==> src/rtl/cpu_pkg.sv <==
// Shared fetch-stage types and constants: bus widths, HALT opcode, FSM encoding.
package cpu_pkg;
    localparam int ADDR_W  = 8;
    localparam int INSTR_W = 16;
    localparam int OPC_W   = 4;
    localparam logic [OPC_W-1:0] OP_HALT = 4'hF;

    typedef enum logic {
        RUN  = 1'b0,
        HALT = 1'b1
    } fetch_state_t;
endpackage

==> src/rtl/fetch_pc_gen.sv <==
// Next-PC selection: a branch redirect overrides a sequential load, otherwise hold.
module fetch_pc_gen
    import cpu_pkg::*;
#(
    parameter int AW = ADDR_W
) (
    input  logic [AW-1:0] i_pc,
    input  logic          i_branch_en,
    input  logic [AW-1:0] i_branch_target,
    input  logic          i_load,
    output logic [AW-1:0] o_next_pc
);
    logic [AW-1:0] w_pc_inc;

    // Increment wraps naturally at 2^AW.
    assign w_pc_inc = i_pc + {{(AW-1){1'b0}}, 1'b1};

    always_comb begin
        o_next_pc = i_pc;
        if (i_branch_en) begin
            o_next_pc = i_branch_target;
        end else if (i_load) begin
            o_next_pc = w_pc_inc;
        end
    end
endmodule

==> src/rtl/instr_fetch.sv <==
// Fetch stage: PC drives the combinational ROM, the read word is registered
// toward decode with valid/ready, plus branch redirect and HALT stop/resume.
module instr_fetch
    import cpu_pkg::*;
#(
    parameter int                ADDR_W   = cpu_pkg::ADDR_W,
    parameter int                INSTR_W  = cpu_pkg::INSTR_W,
    parameter logic [ADDR_W-1:0] RESET_PC = '0,
    parameter logic [OPC_W-1:0]  HALT_OP  = OP_HALT
) (
    input  logic               clk,
    input  logic               rst,
    output logic [ADDR_W-1:0]  imem_addr,
    input  logic [INSTR_W-1:0] imem_instr,
    input  logic               branch_en,
    input  logic [ADDR_W-1:0]  branch_target,
    input  logic               resume,
    output logic               out_valid,
    input  logic               out_ready,
    output logic [INSTR_W-1:0] out_instr,
    output logic [ADDR_W-1:0]  out_pc,
    output logic               halted
);
    fetch_state_t       r_state;
    fetch_state_t       w_state_next;
    logic [ADDR_W-1:0]  r_pc;
    logic [ADDR_W-1:0]  w_pc_next;
    logic               r_out_valid;
    logic [INSTR_W-1:0] r_out_instr;
    logic [ADDR_W-1:0]  r_out_pc;
    logic               w_load;
    logic               w_is_halt;

    assign imem_addr = r_pc;
    assign w_is_halt = (imem_instr[INSTR_W-1 -: OPC_W] == HALT_OP);
    // A redirect squashes the fetch, so a branch cycle never loads.
    assign w_load    = (r_state == RUN) && (!r_out_valid || out_ready) && !branch_en;

    fetch_pc_gen #(.AW(ADDR_W)) u_pc_gen (
        .i_pc            (r_pc),
        .i_branch_en     (branch_en),
        .i_branch_target (branch_target),
        .i_load          (w_load),
        .o_next_pc       (w_pc_next)
    );

    always_comb begin
        w_state_next = r_state;
        if (branch_en) begin
            w_state_next = RUN;
        end else if (w_load && w_is_halt) begin
            w_state_next = HALT;
        end else if (r_state == HALT && resume) begin
            w_state_next = RUN;
        end
    end

    always_ff @(posedge clk or posedge rst) begin
        if (rst) begin
            r_state <= RUN;
            r_pc    <= RESET_PC;
        end else begin
            r_state <= w_state_next;
            r_pc    <= w_pc_next;
        end
    end

    // Output register toward decode; holds untouched while stalled.
    always_ff @(posedge clk or posedge rst) begin
        if (rst) begin
            r_out_valid <= 1'b0;
            r_out_instr <= '0;
            r_out_pc    <= '0;
        end else if (branch_en) begin
            r_out_valid <= 1'b0;
        end else if (w_load) begin
            r_out_valid <= 1'b1;
            r_out_instr <= imem_instr;
            r_out_pc    <= r_pc;
        end else if (r_out_valid && out_ready) begin
            r_out_valid <= 1'b0;
        end
    end

    assign out_valid = r_out_valid;
    assign out_instr = r_out_instr;
    assign out_pc    = r_out_pc;
    assign halted    = (r_state == HALT);
endmodule

==> config.mk <==
export PLATFORM = sky130hd
export DESIGN_NAME = instr_fetch
export DESIGN_NICKNAME = d
export VERILOG_FILES = /design/src/rtl/cpu_pkg.sv /design/src/rtl/fetch_pc_gen.sv /design/src/rtl/instr_fetch.sv
export SDC_FILE = /design/constraint.sdc
export NUM_CORES = 1
export LEC_CHECK = 0
export ABC_CLOCK_PERIOD_IN_PS = 3900
export CAP_MARGIN = 25
export CELL_PAD_IN_SITES_DETAIL_PLACEMENT = 1
export CELL_PAD_IN_SITES_GLOBAL_PLACEMENT = 1
export CORE_MARGIN = 5
export CORE_UTILIZATION = 34
export CTS_CLUSTER_SIZE = 30
export DETAILED_ROUTE_END_ITERATION = 10
export GPL_TIMING_DRIVEN = 0
export PLACE_DENSITY_LB_ADDON = 0.1
export SLEW_MARGIN = 20
export SYNTH_ARGS = -nofsm -noshare
export SYNTH_HDL_FRONTEND = slang
export SYNTH_SLANG_ARGS = --single-unit
==> constraint.sdc <==
create_clock -name clk -period 3.9 [get_ports clk]
set_input_delay 0.585 -clock clk [delete_from_list [all_inputs] [get_ports clk]]
set_output_delay 0.585 -clock clk [all_outputs]
set_load 0.01 [all_outputs]
==> results of run 1 <==
-- metrics by stage --
stage | power, mW | worst slack (ns) | area, um^2
2_1_floorplan | 0.553 | 2.10 | 1450
3_3_place_gp | 0.704 | 1.44 | 2120
3_5_place_dp | 0.714 | 1.43 | 2120
4_1_cts | 0.960 | 1.73 | 2200
5_1_grt | 1.01 | 1.67 | 2200
6_report | 0.944 | 1.75 | 2200
-- power groups by stage --
stage	combinational, mW	sequential [mW]	clock [mW]
floorplan	0.0849	0.468	0
global placement	0.259	0.445	0
detailed placement	0.264	0.449	0
CTS	0.266	0.443	0.251
global route	0.282	0.451	0.273
finish	0.260	0.442	0.242
-- per-layer routing --
layer  track usage, %  routed length [um]
met1             17.4                1430
met2             23.5                1810
met3             5.61                 344
met4             4.66                  35
met5                0                   0
-- cell families (layout without fill, tap and decap cells) --
| group | count (synthesis) | count (layout) | synth area share, % |
|---|---|---|---|
| multiplexers | 25 | 25 | 19.4 |
| AO/OA/AOI/OAI | 11 | 11 | 4.32 |
| XOR/XNOR | 6 | 6 | 3.63 |
| AND/OR/NAND/NOR | 26 | 26 | 9.77 |
| buffers and inverters | 10 | 78 | 3.28 |
| adder cells (fa/ha/maj) | 1 | 1 | 0.864 |
| flip-flops | 34 | 34 | 58.8 |
-- worst max-delay path by stage --
stage	cells past startpoint	end	slack, ns	startpoint
after CTS	6	out_instr[13]$_DFFE_PP0P_	1.73	out_ready
after detailed placement	6	out_pc[0]$_DFFE_PP0P_	1.43	out_ready
after floorplan	4	out_instr[0]$_DFFE_PP0P_	2.10	branch_en
after global routing	6	out_instr[14]$_DFFE_PP0P_	1.67	out_ready
final	6	out_instr[0]$_DFFE_PP0P_	1.75	out_ready
after global placement	6	out_instr[13]$_DFFE_PP0P_	1.44	out_ready
-- state kept, by name (all words and copies together) (netlist names) --
name,count
out_instr,16
imem_addr,8
out_pc,8
halted,1
out_valid,1
-- layout make-up --
| cell class | instances | area, um^2 | share of cell area (%) |
|---|---|---|---|
| plain buffers | 6 | 32.5 | 1.48 |
| clock buffers | 5 | 68.8 | 3.13 |
| clock inverters | 2 | 10.0 | 0.455 |
| inverters | 4 | 15.0 | 0.683 |
| multi-input cells | 69 | 549 | 25.0 |
| flip-flops and latches | 34 | 851 | 38.7 |
| well taps | 50 | 62.6 | 2.84 |
| repair buffers | 61 | 611 | 27.8 |
-- Yosys cell counts --
| master | instances |
|---|---|
| nor3_2 | 1 |
| or3_1 | 1 |
| xnor2_1 | 6 |
| inv_1 | 4 |
| o31a_1 | 2 |
| buf_1 | 1 |
| mux2_2 | 24 |
| nor2_1 | 3 |
| mux2i_1 | 1 |
| nand2b_1 | 2 |
| buf_2 | 2 |
| nand3_1 | 1 |
| dfrtp_1 | 34 |
| ha_1 | 1 |
| clkbuf_1 | 2 |
| buf_6 | 1 |
| nor2b_4 | 1 |
| a21oi_1 | 2 |
| nand2_1 | 9 |
| o21ai_0 | 7 |
| nand4_1 | 2 |
| nor4_1 | 2 |
| nor4b_1 | 1 |
| nor3_1 | 3 |
-- worst max-delay path, delay by kind of cell --
kind,cells,cell delay (ns)
buffers and inverters,3,0.97
muxes,1,0.37
and+or+nand+nor,2,0.39
==> impl_metrics.env, run 1 <==
export IMPL_die_y_um=75.3
export IMPL_nets=211
export IMPL_hold_class="flip-flop to flip-flop"
export IMPL_crit_required_ns=4.07
export IMPL_antenna_found_initial=0
export IMPL_dp_cells=224
export IMPL_rows=23
export IMPL_grt_use_total_pct=14.3
export IMPL_dp_hpwl_mm=2.76
export IMPL_insertedDiodeCount=0
export IMPL_status="finished clean"
export IMPL_synthTopCellsByArea="dfrtp_1 (59%), mux2_2 (19%), xnor2_1 (3.6%)"
export IMPL_path_class="input pin to flip-flop"
export IMPL_maxSlewHeadroom_pct=53.4
export IMPL_antenna_left=0
export IMPL_hold_violations=0
export IMPL_vdd_drop_max_uv=245
export IMPL_ys_seq_area_share_pct=58.8
export IMPL_cts_num_sinks=34
export IMPL_rsz0062_at_grt="no"
export IMPL_crit_arrival_ns=2.31
export IMPL_h_tree_depth=2
export IMPL_cts_tree="done"
export IMPL_fin_util_pct=54.2
export IMPL_reg2reg_depth=4
export IMPL_ctsResizeCount=0
export IMPL_grt_pass1_wl_mm=6.07
export IMPL_syn_num_nets=143
export IMPL_final_cell_mix="clkdlybuf4s50_1 (61), dfrtp_1 (34), mux2_2 (24), nand2_1 (9), o21ai_0 (7)"
export IMPL_cts_buffers=5
export IMPL_layout_min_cycle_time_ns=2.15
export IMPL_setup_tns_final_ns=0
export IMPL_initial_core_util_pct=35.7
export IMPL_gr_total_overflow=0
export IMPL_clkTransAtPathRegs_ns=0.07
export IMPL_p_sw_mw=0.255
export IMPL_synth_cells=113
export IMPL_fmax_mhz=466
export IMPL_rr_endpoint="out_instr[0]$_DFFE_PP0P_"
export IMPL_avgRoutedWirePerCell_um=15.7
export IMPL_drc=0
export IMPL_vias=1107
export IMPL_drtPass1Iterations=3
export IMPL_setup_worst_path_start_class="input pin"
export IMPL_synth_distinct_cells=24
export IMPL_ys_seq_elements=34
export IMPL_grt_pass1_vias=1304
export IMPL_portBuffers=61
export IMPL_clock_skew_ns=0.00530
export IMPL_tightest_slew_ns=0.698
export IMPL_power_density_mw_per_mm2=429
export IMPL_drtIter0Drc=30
export IMPL_ys_warn_count=0
export IMPL_clock_latency_ns=0.28
export IMPL_power_frac_comb_pct=27.6
export IMPL_grt_max_degree=35
export IMPL_cts_root_buffer="clkbuf_8"
export IMPL_whs_path_depth=1
export IMPL_clock_path_buffers=2
export IMPL_reg2reg_from="halted$_DFFE_PP0P_"
export IMPL_max_stage_delay_ns=0.51
export IMPL_ff2ff_setup_slack_ns=2.05
export IMPL_hold_path_end="out_pc[3]$_DFFE_PP0P_"
export IMPL_ctsHoldBuffers=0
export IMPL_p_leak_nw=0.901
export IMPL_die_w_um=75.3
export IMPL_synth_top_area_share_pct=58.8
export IMPL_layout_commonest_cell="clkdlybuf4s50_1"
export IMPL_drive_gt1_share_pct=20.4
export IMPL_die_area_mm2=0.00566
export IMPL_drv_cap=0
export IMPL_via_per_inst=4.79
export IMPL_syn2layout_area_growth_pct=51.9
export IMPL_placeableCoreArea_mm2=0.00406
export IMPL_switching_share_pct=27.0
export IMPL_io_pins=63
export IMPL_cp_end_kind="flip-flop"
export IMPL_cp_cell_sequence="clkdlybuf4s50_1 -> nor2b_4 -> buf_6 -> nor3_2 -> buf_2 -> mux2_2"
export IMPL_crit_path_max_fanout=10
export IMPL_drv_slew=0
export IMPL_nFillCells=430
export IMPL_pwr_share_clk_pct=25.6
export IMPL_crit_slowest_cell="clkdlybuf4s50_1"
export IMPL_final_period_utilization_pct=55.0
export IMPL_avgSynthCellArea_um2=12.8
export IMPL_place_gp_congestion=0.761
export IMPL_hold_ws_ns=0.505
export IMPL_routed_wirelength_mm=3.63
export IMPL_synth_area_mm2=0.00145
export IMPL_synth_top_cell_by_area="dfrtp_1"
export IMPL_pwr_share_seq_pct=46.8
export IMPL_fin_cells=231
export IMPL_setup_viol=0
export IMPL_p_int_mw=0.689
export IMPL_min_delay_start="out_pc[3]$_DFFE_PP0P_"
export IMPL_cts_setup_buffers=0
No activity file was read; power rests on OpenSTA's default activity.
==> run 2, diff against run 1 <==
--- a/config.mk
+++ b/config.mk
@@ -5,12 +5,12 @@
 export SDC_FILE = /design/constraint.sdc
 export NUM_CORES = 1
 export LEC_CHECK = 0
-export ABC_CLOCK_PERIOD_IN_PS = 3900
+export ABC_CLOCK_PERIOD_IN_PS = 1950
 export CAP_MARGIN = 25
 export CELL_PAD_IN_SITES_DETAIL_PLACEMENT = 1
 export CELL_PAD_IN_SITES_GLOBAL_PLACEMENT = 1
 export CORE_MARGIN = 5
-export CORE_UTILIZATION = 34
+export CORE_UTILIZATION = 28
 export CTS_CLUSTER_SIZE = 30
 export DETAILED_ROUTE_END_ITERATION = 10
 export GPL_TIMING_DRIVEN = 0
==> constraint.sdc (replaced) <==
create_clock -name clk -period 1.95 [get_ports clk]
set_input_delay 0.2925 -clock clk [delete_from_list [all_inputs] [get_ports clk]]
set_output_delay 0.2925 -clock clk [all_outputs]
set_load 0.01 [all_outputs]
==> run 2 against run 1 <==
Effect of this change:
- clock power increased by 97%
- via count is 2.2% higher
- sequential share of layout area is 0.50 points lower
- design area up 1.3%
- critical endpoint is now out_instr[2]$_DFFE_PP0P_
- largest cell class unchanged
- highest routed layer unchanged
==> impl_metrics.env, run 2 (same netlist as run 1, synthesis figures left out) <==
export IMPL_cts_root_buffer="clkbuf_8"
export IMPL_fin_cells=251
export IMPL_vdd_drop_max_uv=467
export IMPL_status="finished clean"
export IMPL_hold_class="input pin to asynchronous set/reset pin"
export IMPL_rows=26
export IMPL_io_pins=63
export IMPL_portBuffers=61
export IMPL_avgRoutedWirePerCell_um=15.1
export IMPL_tightest_slew_ns=0.724
export IMPL_place_gp_congestion=0.742
export IMPL_cts_buffers=5
export IMPL_gr_total_overflow=0
export IMPL_clock_skew_ns=0.00332
export IMPL_die_y_um=81.9
export IMPL_power_density_mw_per_mm2=846
export IMPL_maxSlewHeadroom_pct=51.6
export IMPL_p_total_mw=1.89
export IMPL_path_class="flip-flop to flip-flop"
export IMPL_h_tree_depth=2
export IMPL_grt_max_degree=35
export IMPL_drive_gt1_share_pct=19.3
export IMPL_syn2layout_area_growth_pct=53.9
export IMPL_antenna_left=0
export IMPL_drtIter0Drc=29
export IMPL_routed_wirelength_mm=3.79
export IMPL_nFillCells=551
export IMPL_layout_min_cycle_time_ns=1.80
export IMPL_dp_cells=244
export IMPL_final_setup_worst_slack_ns=0.149
export IMPL_largest_reg_flops=16
export IMPL_crit_arrival_ns=1.96
export IMPL_drc=0
export IMPL_cp_end_kind="flip-flop"
export IMPL_final_cell_mix="clkdlybuf4s50_1 (61), dfrtp_1 (34), mux2_2 (24), nand2_1 (9), o21ai_0 (7)"
export IMPL_clock_path_buffers=2
export IMPL_fmax_mhz=555
export IMPL_drtPass1Iterations=3
export IMPL_vias=1131
export IMPL_clkTransAtPathRegs_ns=0.07
export IMPL_grt_use_total_pct=12.3
export IMPL_grt_pass1_wl_mm=6.15
export IMPL_layout_commonest_cell="clkdlybuf4s50_1"
export IMPL_final_period_utilization_pct=92.4
export IMPL_insertedDiodeCount=0
export IMPL_dp_slack_ns=-0.278
export IMPL_placeableCoreArea_mm2=0.00507
export IMPL_clock_latency_ns=0.28
export IMPL_initial_core_util_pct=28.5
export IMPL_drv_slew=0
export IMPL_cts_tree="done"
export IMPL_crit_path_max_fanout=10
export IMPL_setup_worst_path_start_class="flip-flop"
export IMPL_antenna_found_initial=0
export IMPL_rsz0062_at_grt="no"
export IMPL_cts_setup_buffers=0
export IMPL_die_area_mm2=0.00671
export IMPL_drv_cap=0
export IMPL_via_per_inst=4.51
export IMPL_setup_viol=0
export IMPL_crit_required_ns=2.11
export IMPL_dp_hpwl_mm=2.87
export IMPL_grt_pass1_vias=1256
export IMPL_p_leak_nw=0.896
export IMPL_nets=211
export IMPL_hold_violations=0
export IMPL_cts_num_sinks=34
export IMPL_die_w_um=81.9
==> run 2: timing repair <==
item / in CTS / in global routing
endpoints found under the setup margin: 0 / 20
hold buffers: 0 / 0
resized for setup: 0 / 1
==> run 2: layout make-up <==
cell class	count	area, um^2	share of cell area (%)
well taps	70	87.6	3.93
multi-input cells	69	556	24.9
clock buffers	7	76.3	3.43
plain buffers	6	32.5	1.46
flip-flops and latches	34	851	38.2
inverters	4	15.0	0.674
repair buffers	61	611	27.4
==> run 2: path summary, 6_finish.rpt <==
check | endpoint | cells after the start | slack, ns | startpoint
setup / recovery | out_instr[2]$_DFFE_PP0P_ | 4 | 0.15 | halted$_DFFE_PP0P_
hold / removal | out_instr[14]$_DFFE_PP0P_ | 2 | 0.45 | rst
setup reg to reg | out_instr[2]$_DFFE_PP0P_ | 4 | 0.15 | halted$_DFFE_PP0P_
hold reg to reg | out_instr[3]$_DFFE_PP0P_ | 1 | 0.50 | out_instr[3]$_DFFE_PP0P_
max in group asynchronous | out_instr[3]$_DFFE_PP0P_ | 2 | 1.03 | rst
min in group clk | imem_addr[5]$_DFFE_PP0P_ | 2 | 0.49 | branch_en
==> run 2: power by group <==
group	switching (mW)	leakage, nW	internal, mW
Combinational	0.193	0.454	0.330
Clock	0.232	0.0383	0.246
Sequential	0.0744	0.404	0.810
==> run 2: per-stage QoR <==
stage	cell area, um^2	utilization, %	setup TNS (ns)	hold slack [ns]
3_5_place_dp	2150	42.3	-5.33	0.495
6_report	2230	43.9	0	0.452
5_1_grt	2230	43.9	0	0.524
4_1_cts	2220	43.8	0	0.465
2_1_floorplan	1450	-	0	0.409
3_3_place_gp	2150	42.3	-4.60	0.488
==> run 2: worst max-delay path, stage by stage, from the launching register on <==
cell and delay (ns):
dfrtp_1 0.37, clkbuf_1 0.23, nor3_4 0.38, buf_2 0.32, mux2_2 0.37
==> run 2: routing by layer <==
| layer | routed length, um | up-vias | track usage, % |
|---|---|---|---|
| li1 | - | 527 | - |
| met1 | 1560 | 558 | 14.6 |
| met2 | 1870 | 41 | 20.3 |
| met3 | 311 | 5 | 5.04 |
| met4 | 48 | 0 | 3.99 |
| met5 | 0 | - | 0 |
